==> src/rtl/seq_shifter_pkg.sv <==
`default_nettype none
// ============================================================================
// Module      : seq_shifter_pkg
// Description : Shared definitions for the iterative shifter. Holds the shift
//               op encodings and the control FSM state type.
//               Op 11 is a rotate only when SEQ_SHIFTER_ROTATE_EN is defined.
// Revision    : 1.0 - initial release
// ============================================================================
package seq_shifter_pkg;

    localparam logic [1:0] OP_SLL = 2'b00;
    localparam logic [1:0] OP_SRL = 2'b01;
    localparam logic [1:0] OP_SRA = 2'b10;
    localparam logic [1:0] OP_ROL = 2'b11;

    typedef enum logic [1:0] {
        IDLE  = 2'd0,
        SHIFT = 2'd1,
        DONE  = 2'd2
    } state_t;

endpackage : seq_shifter_pkg
`default_nettype wire

==> src/rtl/seq_shifter_shift_stage.sv <==
`default_nettype none
// ============================================================================
// Module      : shift_stage
// Description : One barrel stage of the iterative shifter. It shifts by
//               2^stage when enabled and passes the data through otherwise.
//               Macro SEQ_SHIFTER_ROTATE_EN adds the rotate-left datapath;
//               without it op 11 decodes as SLL.
// Ports       : data_in     - working operand
//               op          - shift mode (SLL/SRL/SRA/ROL)
//               stage       - stage index k (shift distance 2^k)
//               enable      - amount bit k; 0 passes data through
//               sign        - original operand sign bit, used as SRA fill
//               data_out    - stage result
//               shifted_out - last bit shifted out (0 when not enabled)
// Revision    : 1.0 - initial release
// ============================================================================
module shift_stage
    import seq_shifter_pkg::*;
#(
    parameter int WIDTH   = 16,
    parameter int SHAMT_W = $clog2(WIDTH)
) (
    input  logic [WIDTH-1:0]   data_in,
    input  logic [1:0]         op,
    input  logic [SHAMT_W-1:0] stage,
    input  logic               enable,
    input  logic               sign,
    output logic [WIDTH-1:0]   data_out,
    output logic               shifted_out
);

    // Stage distance is at most WIDTH/2, which always fits in SHAMT_W bits.
    logic [SHAMT_W-1:0] w_dist;
    logic [SHAMT_W-1:0] w_dist_m1;
    logic [WIDTH-1:0]   w_left;
    logic [WIDTH-1:0]   w_right;
    logic [WIDTH-1:0]   w_fill;
    // Shifting by one less than the distance puts the last bit shifted out
    // at the edge of the word, avoiding a variable bit select.
    logic [WIDTH-1:0]   w_left_pre;
    logic [WIDTH-1:0]   w_right_pre;

    assign w_dist      = SHAMT_W'(1) << stage;
    assign w_dist_m1   = w_dist - SHAMT_W'(1);
    assign w_left      = data_in << w_dist;
    assign w_right     = data_in >> w_dist;
    assign w_fill      = ~({WIDTH{1'b1}} >> w_dist);
    assign w_left_pre  = data_in << w_dist_m1;
    assign w_right_pre = data_in >> w_dist_m1;

`ifdef SEQ_SHIFTER_ROTATE_EN
    logic [2*WIDTH-1:0] w_dbl;
    logic [WIDTH-1:0]   w_rol;

    // Upper half of the doubled word shifted left is the rotated word.
    assign w_dbl = {data_in, data_in} << w_dist;
    assign w_rol = w_dbl[2*WIDTH-1:WIDTH];
`endif

    always_comb begin
        data_out    = data_in;
        shifted_out = 1'b0;
        if (enable) begin
            case (op)
                OP_SRL: begin
                    data_out    = w_right;
                    shifted_out = w_right_pre[0];
                end
                OP_SRA: begin
                    data_out    = w_right | (sign ? w_fill : '0);
                    shifted_out = w_right_pre[0];
                end
`ifdef SEQ_SHIFTER_ROTATE_EN
                OP_ROL: begin
                    // Bit leaving the top lands in bit 0, so carry equals
                    // the new LSB.
                    data_out    = w_rol;
                    shifted_out = w_left_pre[WIDTH-1];
                end
`endif
                default: begin
                    data_out    = w_left;
                    shifted_out = w_left_pre[WIDTH-1];
                end
            endcase
        end
    end

endmodule : shift_stage
`default_nettype wire

==> src/rtl/seq_shifter.sv <==
`default_nettype none
// ============================================================================
// Module      : seq_shifter
// Description : Iterative log-stage shifter. Applies one barrel stage
//               (shift by 2^k) per clock, LSB of the amount first. The unit
//               spends exactly SHAMT_W cycles in SHIFT, independent of the
//               amount. Valid/ready on both sides; the result is held until
//               it is consumed. Optional macro SEQ_SHIFTER_ROTATE_EN enables
//               ROL on op 11; otherwise op 11 behaves as SLL.
// Ports       : clk, rst_n (async, active low)
//               in_valid/in_ready, in_data, in_amt, in_op - request side
//               out_valid/out_ready, out_data, out_carry, out_zero - result
// Revision    : 1.0 - initial release
// ============================================================================
module seq_shifter
    import seq_shifter_pkg::*;
#(
    parameter int WIDTH = 16
) (
    input  logic                     clk,
    input  logic                     rst_n,
    input  logic                     in_valid,
    output logic                     in_ready,
    input  logic [WIDTH-1:0]         in_data,
    input  logic [$clog2(WIDTH)-1:0] in_amt,
    input  logic [1:0]               in_op,
    output logic                     out_valid,
    input  logic                     out_ready,
    output logic [WIDTH-1:0]         out_data,
    output logic                     out_carry,
    output logic                     out_zero
);

    localparam int SHAMT_W = $clog2(WIDTH);
    localparam logic [SHAMT_W-1:0] c_last_k = SHAMT_W'(SHAMT_W - 1);

    state_t             r_state;
    state_t             w_next;

    logic [WIDTH-1:0]   r_work;
    logic [SHAMT_W-1:0] r_amt;
    logic [1:0]         r_op;
    logic               r_sign;
    logic               r_carry;
    logic [SHAMT_W-1:0] r_k;

    logic [WIDTH-1:0]   r_out_data;
    logic               r_out_carry;
    logic               r_out_zero;

    logic [SHAMT_W-1:0] w_amt_sh;
    logic               w_en;
    logic               w_last;
    logic [WIDTH-1:0]   w_stage_data;
    logic               w_stage_out;

    assign w_amt_sh = r_amt >> r_k;
    assign w_en     = w_amt_sh[0];
    assign w_last   = (r_k == c_last_k);

    shift_stage #(
        .WIDTH   (WIDTH),
        .SHAMT_W (SHAMT_W)
    ) u_stage (
        .data_in     (r_work),
        .op          (r_op),
        .stage       (r_k),
        .enable      (w_en),
        .sign        (r_sign),
        .data_out    (w_stage_data),
        .shifted_out (w_stage_out)
    );

    // ------------------------------------------------------------------
    // Control FSM
    // ------------------------------------------------------------------
    always_ff @(posedge clk or negedge rst_n) begin
        if (!rst_n) begin
            r_state <= IDLE;
        end else begin
            r_state <= w_next;
        end
    end

    always_comb begin
        w_next = r_state;
        case (r_state)
            IDLE:    if (in_valid)  w_next = SHIFT;
            SHIFT:   if (w_last)    w_next = DONE;
            DONE:    if (out_ready) w_next = IDLE;
            default: w_next = IDLE;
        endcase
    end

    assign in_ready  = (r_state == IDLE);
    assign out_valid = (r_state == DONE);

    // ------------------------------------------------------------------
    // Datapath
    // ------------------------------------------------------------------
    always_ff @(posedge clk or negedge rst_n) begin
        if (!rst_n) begin
            r_work      <= '0;
            r_amt       <= '0;
            r_op        <= OP_SLL;
            r_sign      <= 1'b0;
            r_carry     <= 1'b0;
            r_k         <= '0;
            r_out_data  <= '0;
            r_out_carry <= 1'b0;
            r_out_zero  <= 1'b0;
        end else begin
            case (r_state)
                IDLE: begin
                    if (in_valid) begin
                        r_work  <= in_data;
                        r_amt   <= in_amt;
                        r_op    <= in_op;
                        r_sign  <= in_data[WIDTH-1];
                        r_carry <= 1'b0;
                        r_k     <= '0;
                    end
                end
                SHIFT: begin
                    r_work <= w_stage_data;
                    r_k    <= r_k + SHAMT_W'(1);
                    if (w_en) begin
                        r_carry <= w_stage_out;
                    end
                    // Result registers only change when the final stage
                    // lands, so no partial result is ever visible.
                    if (w_last) begin
                        r_out_data  <= w_stage_data;
                        r_out_carry <= w_en ? w_stage_out : r_carry;
                        r_out_zero  <= (w_stage_data == '0);
                    end
                end
                default: ;
            endcase
        end
    end

    assign out_data  = r_out_data;
    assign out_carry = r_out_carry;
    assign out_zero  = r_out_zero;

endmodule : seq_shifter
`default_nettype wire

==> config.mk <==
export PLATFORM = sky130hd
export DESIGN_NAME = seq_shifter
export DESIGN_NICKNAME = d
export VERILOG_FILES = /design/src/rtl/seq_shifter_pkg.sv /design/src/rtl/seq_shifter_shift_stage.sv /design/src/rtl/seq_shifter.sv
export SDC_FILE = /design/constraint.sdc
export NUM_CORES = 1
export LEC_CHECK = 0
export BUFFER_PORTS_ARGS = -buffer_cell sky130_fd_sc_hd__buf_2
export CORE_UTILIZATION = 25
export CTS_BUF_LIST = sky130_fd_sc_hd__clkbuf_4 sky130_fd_sc_hd__clkbuf_8 sky130_fd_sc_hd__clkbuf_16
export CTS_CLUSTER_DIAMETER = 120
export DETAILED_ROUTE_END_ITERATION = 8
export GPL_TIMING_DRIVEN = 0
export PLACE_DENSITY = 0.37
export SLEW_MARGIN = 20
export SYNTH_ARGS = -nofsm -noshare
export SYNTH_HDL_FRONTEND = slang
export SYNTH_SLANG_ARGS = --single-unit
==> constraint.sdc <==
create_clock -name clk -period 3 [get_ports clk]
set_clock_uncertainty 0.05 [all_clocks]
set_input_delay 0.45 -clock clk [delete_from_list [all_inputs] [get_ports clk]]
set_output_delay 0.45 -clock clk [all_outputs]
set_load 0.02 [all_outputs]
==> flow_metrics.tcl, run 1 <==
set metrics [dict create \
    status "complete, no violations" \
    relSlewSlack_pct 50.3 \
    fin_crit_sh_pct 97.1 \
    fin_setup_tns_ns 0 \
    fill_cells 1606 \
    routed_wl_um 15700 \
    synth_edf_count 0 \
    synthFlopType "dfrtp_1" \
    worst_pin_slew_ns 0.741 \
    cts_tree "yes" \
    cts_buffers 5 \
    coreArea_mm2 0.0145 \
    synthSimpleGateAreaFrac_pct 22.3 \
    drive_gt1_share_pct 22.2 \
    async_reset_ff_share_pct 100 \
    yosysWarnings 0 \
    synth_area_per_cell_um2 7.92 \
    clock_path_buffers 2 \
    setup_slack_ns 0.0874 \
    fmax_mhz 343 \
    cp-end-kind "flip-flop" \
    hold_violations 0 \
    criticalPathCategory "flip-flop to flip-flop" \
    synth_compound_area_share_pct 31.8 \
    synth_cell_type_count 72 \
    grt_usage_pct 21.7 \
    grt_max_degree 49 \
    drt_iter0_markers 300 \
    synth-seq-area-share_pct 32.5 \
    start_util_pct 25.5 \
    muxShareOfSynthArea_pct 4.88 \
    ant_nets 0 \
    synth-seq-cells 48 \
    worstPathArrival_ns 3.10 \
    finalWeightedCongestion 0.879 \
    min_period_ns 2.91 \
    grt_pass1_vias 4038 \
    die_height_um 124 \
    synthesis.nets 496 \
    final_nets 555 \
    insertion_delay_ns 0.29 \
    path_clk_slew_ns 0.07 \
    drv_cap 0 \
    pin_count 46 \
    place_ws_ns -0.513 \
    critical_path_required_ns 3.19 \
    die_w_um 124 \
    grt_pass1_wl_um 24300 \
    critPathLaunchType "flip-flop" \
    setup_viol 0 \
    syn_inst 466 \
    via_per_inst 5.65 \
    detail_route.wl_per_cell_um 22.2 \
    slew_violations 0 \
    dieArea_mm2 0.0153 \
    grt.overflow.total 0 \
    ctsHtreeMaxLevel 2 \
    antenna_cells 0 \
    hold_class "primary input to async pin" \
    synth_xor_area_share_pct 0 \
    root_buffer "clkbuf_16" \
    antenna_found_initial 0 \
    numClockSinks 48 \
    cp_max_fo 9 \
    syn-cell-area_mm2 0.00369 \
    num_vias 4012 \
    synth_fa_ha_area_share_pct 1.36 \
    io_buffers 45 \
    dp.final_hpwl_um 11500 \
    drc 0 \
    area_growth_pct 22.7 \
    rows 44 \
    synth_top_family_by_area "compound AO/OA/AOI/OAI gates" \
    dr.pass1.iters 7 \
    rsz0062_at_grt "true" \
]
==> state kept, by name, indices dropped and copies added, names as in the netlist <==
register / flops
r_state: 2
r_k: 4
r_sign: 1
r_work: 16
r_amt: 4
out_carry: 1
out_data: 16
r_op: 2
r_carry: 1
out_zero: 1
==> synthesized netlist by cell type, types with 5 or more instances <==
master     count  area, um^2
clkbuf_1      37         139
nand2b_1       5        31.3
and2_1         6        37.5
nand3_1       14        70.1
o21ai_0       56         280
nor2_1        24        90.1
a31oi_1        7        43.8
a21oi_1       21         105
o2111ai_1      5        43.8
nor3_1         6        30.0
inv_1          5        18.8
a22oi_1       20         150
a211oi_1      10        75.1
o22ai_1       11        68.8
dfrtp_1       48        1200
buf_2          7        35.0
nand2_1       79         297
mux2i_1       12         120
==> timing repair <==
action / CTS / global route
pin swaps: 3 / 6
resized for setup: 21 / 23
hold buffers: 0 / 0
endpoints found under the setup margin: 7 / 7
buffers inserted: 3 / 5
==> worst paths after layout <==
path                         startpoint            to  slack (ns)  cells past startpoint
min                               rst_n    r_work[11]        0.11                      1
min in group clk              out_ready    r_state[1]        0.29                      2
min reg2reg                out_data[10]  out_data[10]        0.43                      2
max reg2reg                      r_k[2]      out_zero        0.09                     10
max in group asynchronous         rst_n        r_k[1]        2.29                      1
max                              r_k[2]      out_zero        0.09                     10
==> cell usage in the layout, fill, tap and decap left out, types with 3 or more instances in the layout <==
master / n
a211oi_1: 9
o21ai_0: 51
o2111ai_1: 5
a22oi_1: 20
inv_2: 3
a31oi_2: 3
o21ai_1: 7
a31oi_1: 4
buf_6: 4
clkbuf_16: 5
nor2b_1: 4
nor3_1: 5
a311oi_1: 4
dfrtp_1: 46
mux2_2: 3
o22ai_1: 10
ha_1: 4
and2_1: 6
clkbuf_4: 3
nand3_1: 14
or3_1: 3
nor2_1: 23
buf_2: 50
mux2i_1: 12
a21oi_1: 21
inv_1: 5
clkbuf_1: 29
buf_4: 11
nand2_1: 79
a221oi_2: 4
nand2b_1: 5
clkbuf_2: 4
==> metrics by stage <==
stage          std cells  area [um^2]  util [%]  hold slack [ns]
2_1_floorplan        466         3690         -            0.104
3_3_place_gp         695         4150      28.6            0.413
3_5_place_dp         695         4150      28.7            0.411
4_1_cts              706         4440      30.6            0.149
5_1_grt              710         4530      31.3            0.164
6_report             710         4530      31.3            0.115
==> routing by layer <==
layer	global-route usage (%)	up-vias	share of wire, %
li1	-	1841	-
met1	29.6	1979	46
met2	33.3	152	45
met3	3.60	40	5.3
met4	10.1	0	3.8
met5	0	-	0
==> layout make-up <==
cell class | count | area (um^2) | area share [%]
Buffer | 50 | 259 | 5.72
Clock buffer | 5 | 125 | 2.76
Clock inverter | 3 | 42.5 | 0.939
Inverter | 8 | 30.0 | 0.663
Multi-Input combinational cell | 359 | 2350 | 51.9
Sequential cell | 48 | 1200 | 26.6
Tap cell | 184 | 230 | 5.08
Timing Repair Buffer | 53 | 288 | 6.35
==> cells by family (layout without fill, tap and decap cells) <==
logic type                 count (synthesis)  count (layout)
muxes                                     17              17
DFF                                       48              48
adders and majority gates                  4               4
and+or+nand+nor                          164             164
buffers and inverters                     59             119
AOI/OAI and AO/OA                        174             174
==> critical path: stages (launching register included) <==
cell	delay (ns)
dfrtp_1	0.35
buf_2	0.18
or2_1	0.22
clkbuf_1	0.26
o21ai_1	0.45
o21ai_1	0.22
a221oi_2	0.33
nand2_1	0.09
nand4bb_1	0.24
nor4b_2	0.31
a22o_1	0.16
Power of run 1 is left out: the tool's default activity adds up to more than one toggle a clock period on the data nets, which glitch-free logic cannot reach.
==> run 2: changes to the inputs <==
--- a/config.mk
+++ b/config.mk
@@ -6,6 +6,7 @@
 export NUM_CORES = 1
 export LEC_CHECK = 0
 export BUFFER_PORTS_ARGS = -buffer_cell sky130_fd_sc_hd__buf_2
+export CAP_MARGIN = 0
 export CORE_UTILIZATION = 25
 export CTS_BUF_LIST = sky130_fd_sc_hd__clkbuf_4 sky130_fd_sc_hd__clkbuf_8 sky130_fd_sc_hd__clkbuf_16
 export CTS_CLUSTER_DIAMETER = 120
@@ -15,4 +16,6 @@
 export SLEW_MARGIN = 20
 export SYNTH_ARGS = -nofsm -noshare
 export SYNTH_HDL_FRONTEND = slang
+export SYNTH_HIERARCHICAL = 1
 export SYNTH_SLANG_ARGS = --single-unit
+export TNS_END_PERCENT = 50
==> run 2 against run 1 <==
  * Critical endpoint is now out_carry
  * First-iteration DRC count rose by 21%
  * Die area increased by 11%
  * Routed wire length down 5.1%
  * Cell count down 1.4%
  * Synthesized cell count down 9.0%
  * Via count is 6.4% lower
  * Area after synthesis rose by 12%
  * Critical path depth up 2
  * Setup slack better by 0.076 ns
  * Hold slack worse by 0.0037 ns
==> flow_metrics.tcl, run 2 <==
set metrics [dict create \
    critical_path_required_ns 3.13 \
    synth-seq-cells 48 \
    fin_cells 700 \
    met3_length_um 984 \
    critPathLaunchType "flip-flop" \
    num_vias 3754 \
    grt.overflow.total 0 \
    ant_nets 0 \
    synth_area_per_cell_um2 9.71 \
    fmax_mhz 353 \
    dr_wl_met2_um 6930 \
    synth-seq-area-share_pct 29.2 \
    antenna_cells 0 \
    reg2reg_from "r_k[0]" \
    path_cells "buf_12 > buf_6 > buf_4 > nand2_1 > inv_1 > ha_4 > mux4_2 > o21ai_1 > a41oi_1 > o31a_1 > mux2i_1 > o21ai_1" \
    drive_gt1_share_pct 32.0 \
    criticalPathCategory "flip-flop to flip-flop" \
    final_nets 515 \
    clock_path_buffers 2 \
    rows 46 \
    synthesis.nets 456 \
    hold_violations 0 \
    synth_area_leader_cell "dfrtp_1" \
    cts_tree "yes" \
    insertion_delay_ns 0.30 \
    synth_cell_type_count 71 \
    via_per_inst 5.36 \
    async_reset_ff_share_pct 100 \
    r2r_cells 12 \
    final_cell_mix "buf_2 (49), nand2_1 (48), dfrtp_1 (44)" \
    critPathBufInv 4 \
    cpMostUsedCell "o21ai_1" \
    dr.pass1.iters 4 \
    syn-cell-area_mm2 0.00412 \
    synth_top_area_share_pct 29.2 \
    rsz0062_at_grt "false" \
    fin_crit_sh_pct 94.5 \
    place_area_mm2 0.00462 \
    crit_family "multiplexers" \
    synth_area_leaders "dfrtp_1 (29%), mux2i_1 (10%), mux4_2 (6.0%)" \
    critical_path.slowest_cell "mux4_2" \
    detail_route.wl_per_cell_um 21.4 \
    drc 0 \
    die_w_um 130 \
    coreArea_mm2 0.0160 \
    place_inst 685 \
    slew_violations 0 \
    worstPathArrival_ns 2.97 \
    final_area_mm2 0.00497 \
    antenna_found_initial 0 \
    die_height_um 130 \
    wl_met1_um 6720 \
    top_layer "met4" \
    finalWeightedCongestion 0.817 \
    ctsHtreeMaxLevel 2 \
    dieArea_mm2 0.0170 \
    path_clk_slew_ns 0.07 \
    relSlewSlack_pct 54.5 \
    grt_pass1_vias 3836 \
    drt_iter0_markers 363 \
    area_growth_pct 20.7 \
    drv_cap 0 \
    numClockSinks 48 \
    grt_pass1_wl_um 23300 \
    synth_common_cells "dfrtp_1 (48), nand2_1 (48), mux2i_1 (42)" \
    cp-end-kind "flip-flop" \
    root_buffer "clkbuf_16" \
    grt_usage_pct 18.5 \
    syn_inst 424 \
    setup_slack_ns 0.164 \
    status "complete, no violations" \
    hold_class "primary input to async pin" \
    cts_buffers 5 \
    dp.final_hpwl_um 10700 \
    setup_viol 0 \
    io_buffers 45 \
    synth_edf_count 0 \
    synthFlopType "dfrtp_1" \
    cp_max_fo 15 \
    worst_pin_slew_ns 0.682 \
    final_common_cell "buf_2" \
    reg2reg_slack_ns 0.16 \
    min_period_ns 2.84 \
    pin_count 46 \
    grt_max_degree 49 \
    ctsHoldBuffers 0 \
    yosysWarnings 6 \
    routed_wl_um 14900 \
    r2r_end "out_carry" \
    place_ws_ns -0.679 \
    max_stage_delay_ns 0.51 \
    start_util_pct 25.7 \
]
run 2: changes by cell type after synthesis, sizes merged, moves of 5 or more:
| cell | delta |
|---|---|
| mux4 | +11 |
| mux2 | +20 |
| clkbuf | -11 |
| mux2i | +30 |
| a22o | +6 |
| o211ai | +7 |
| nand2 | -31 |
| nor3 | -6 |
| o21ai | -21 |
| nor2 | -7 |
| a211oi | -5 |
| a22oi | -16 |
| o22ai | -11 |
run 2: what timing repair did:
action,4_1_cts,5_1_grt
gates resized for setup,18,13
setup endpoints to repair,16,5
pin swaps,2,1
buffers inserted,2,7
run 2: final cells by class:
class / instances / area (um^2)
clock buffers: 5 / 125
flip-flops and latches: 48 / 1210
fillers: 1761 / 11000
well taps: 216 / 270
plain buffers: 43 / 357
multi-input cells: 322 / 2620
repair buffers: 54 / 295
inverters: 9 / 33.8
clock inverters: 3 / 68.8
run 2: kinds of logic after synthesis:
logic type,count (synthesis),synth area share (%)
xor gates and xnor gates,2,0.425
DFF,48,29.2
AOI/OAI and AO/OA,127,20.8
and+or+nand+nor,109,14.3
adders and majority gates,6,1.82
buffers and inverters,54,9.05
muxes,78,24.4
run 2: per-stage QoR:
stage	hold WS (ns)	TNS, ns	utilization (%)
2_1_floorplan	0.104	0	-
3_3_place_gp	0.425	-4.59	28.8
3_5_place_dp	0.420	-3.73	28.9
4_1_cts	0.149	0	30.5
5_1_grt	0.164	0	31.1
6_report	0.111	0	31.1
run 2: metal layers:
layer  vias to the layer above  global-route usage (%)
met1                      1857                    25.1
met3                        21                    2.75
li1                       1701                       -
met5                         -                       0
met2                       175                    29.6
met4                         0                    7.10
run 2: worst max-delay path by stage:
stage | start | cells after the start | endpoint
after global routing | r_k[3] | 8 | out_zero
after CTS | r_k[2] | 9 | out_zero
final | r_k[0] | 12 | out_carry
after global placement | r_k[1] | 13 | out_zero
after detailed placement | r_k[0] | 14 | out_zero
after floorplan | r_k[0] | 12 | r_carry
Power of run 2 is left out for the same reason.
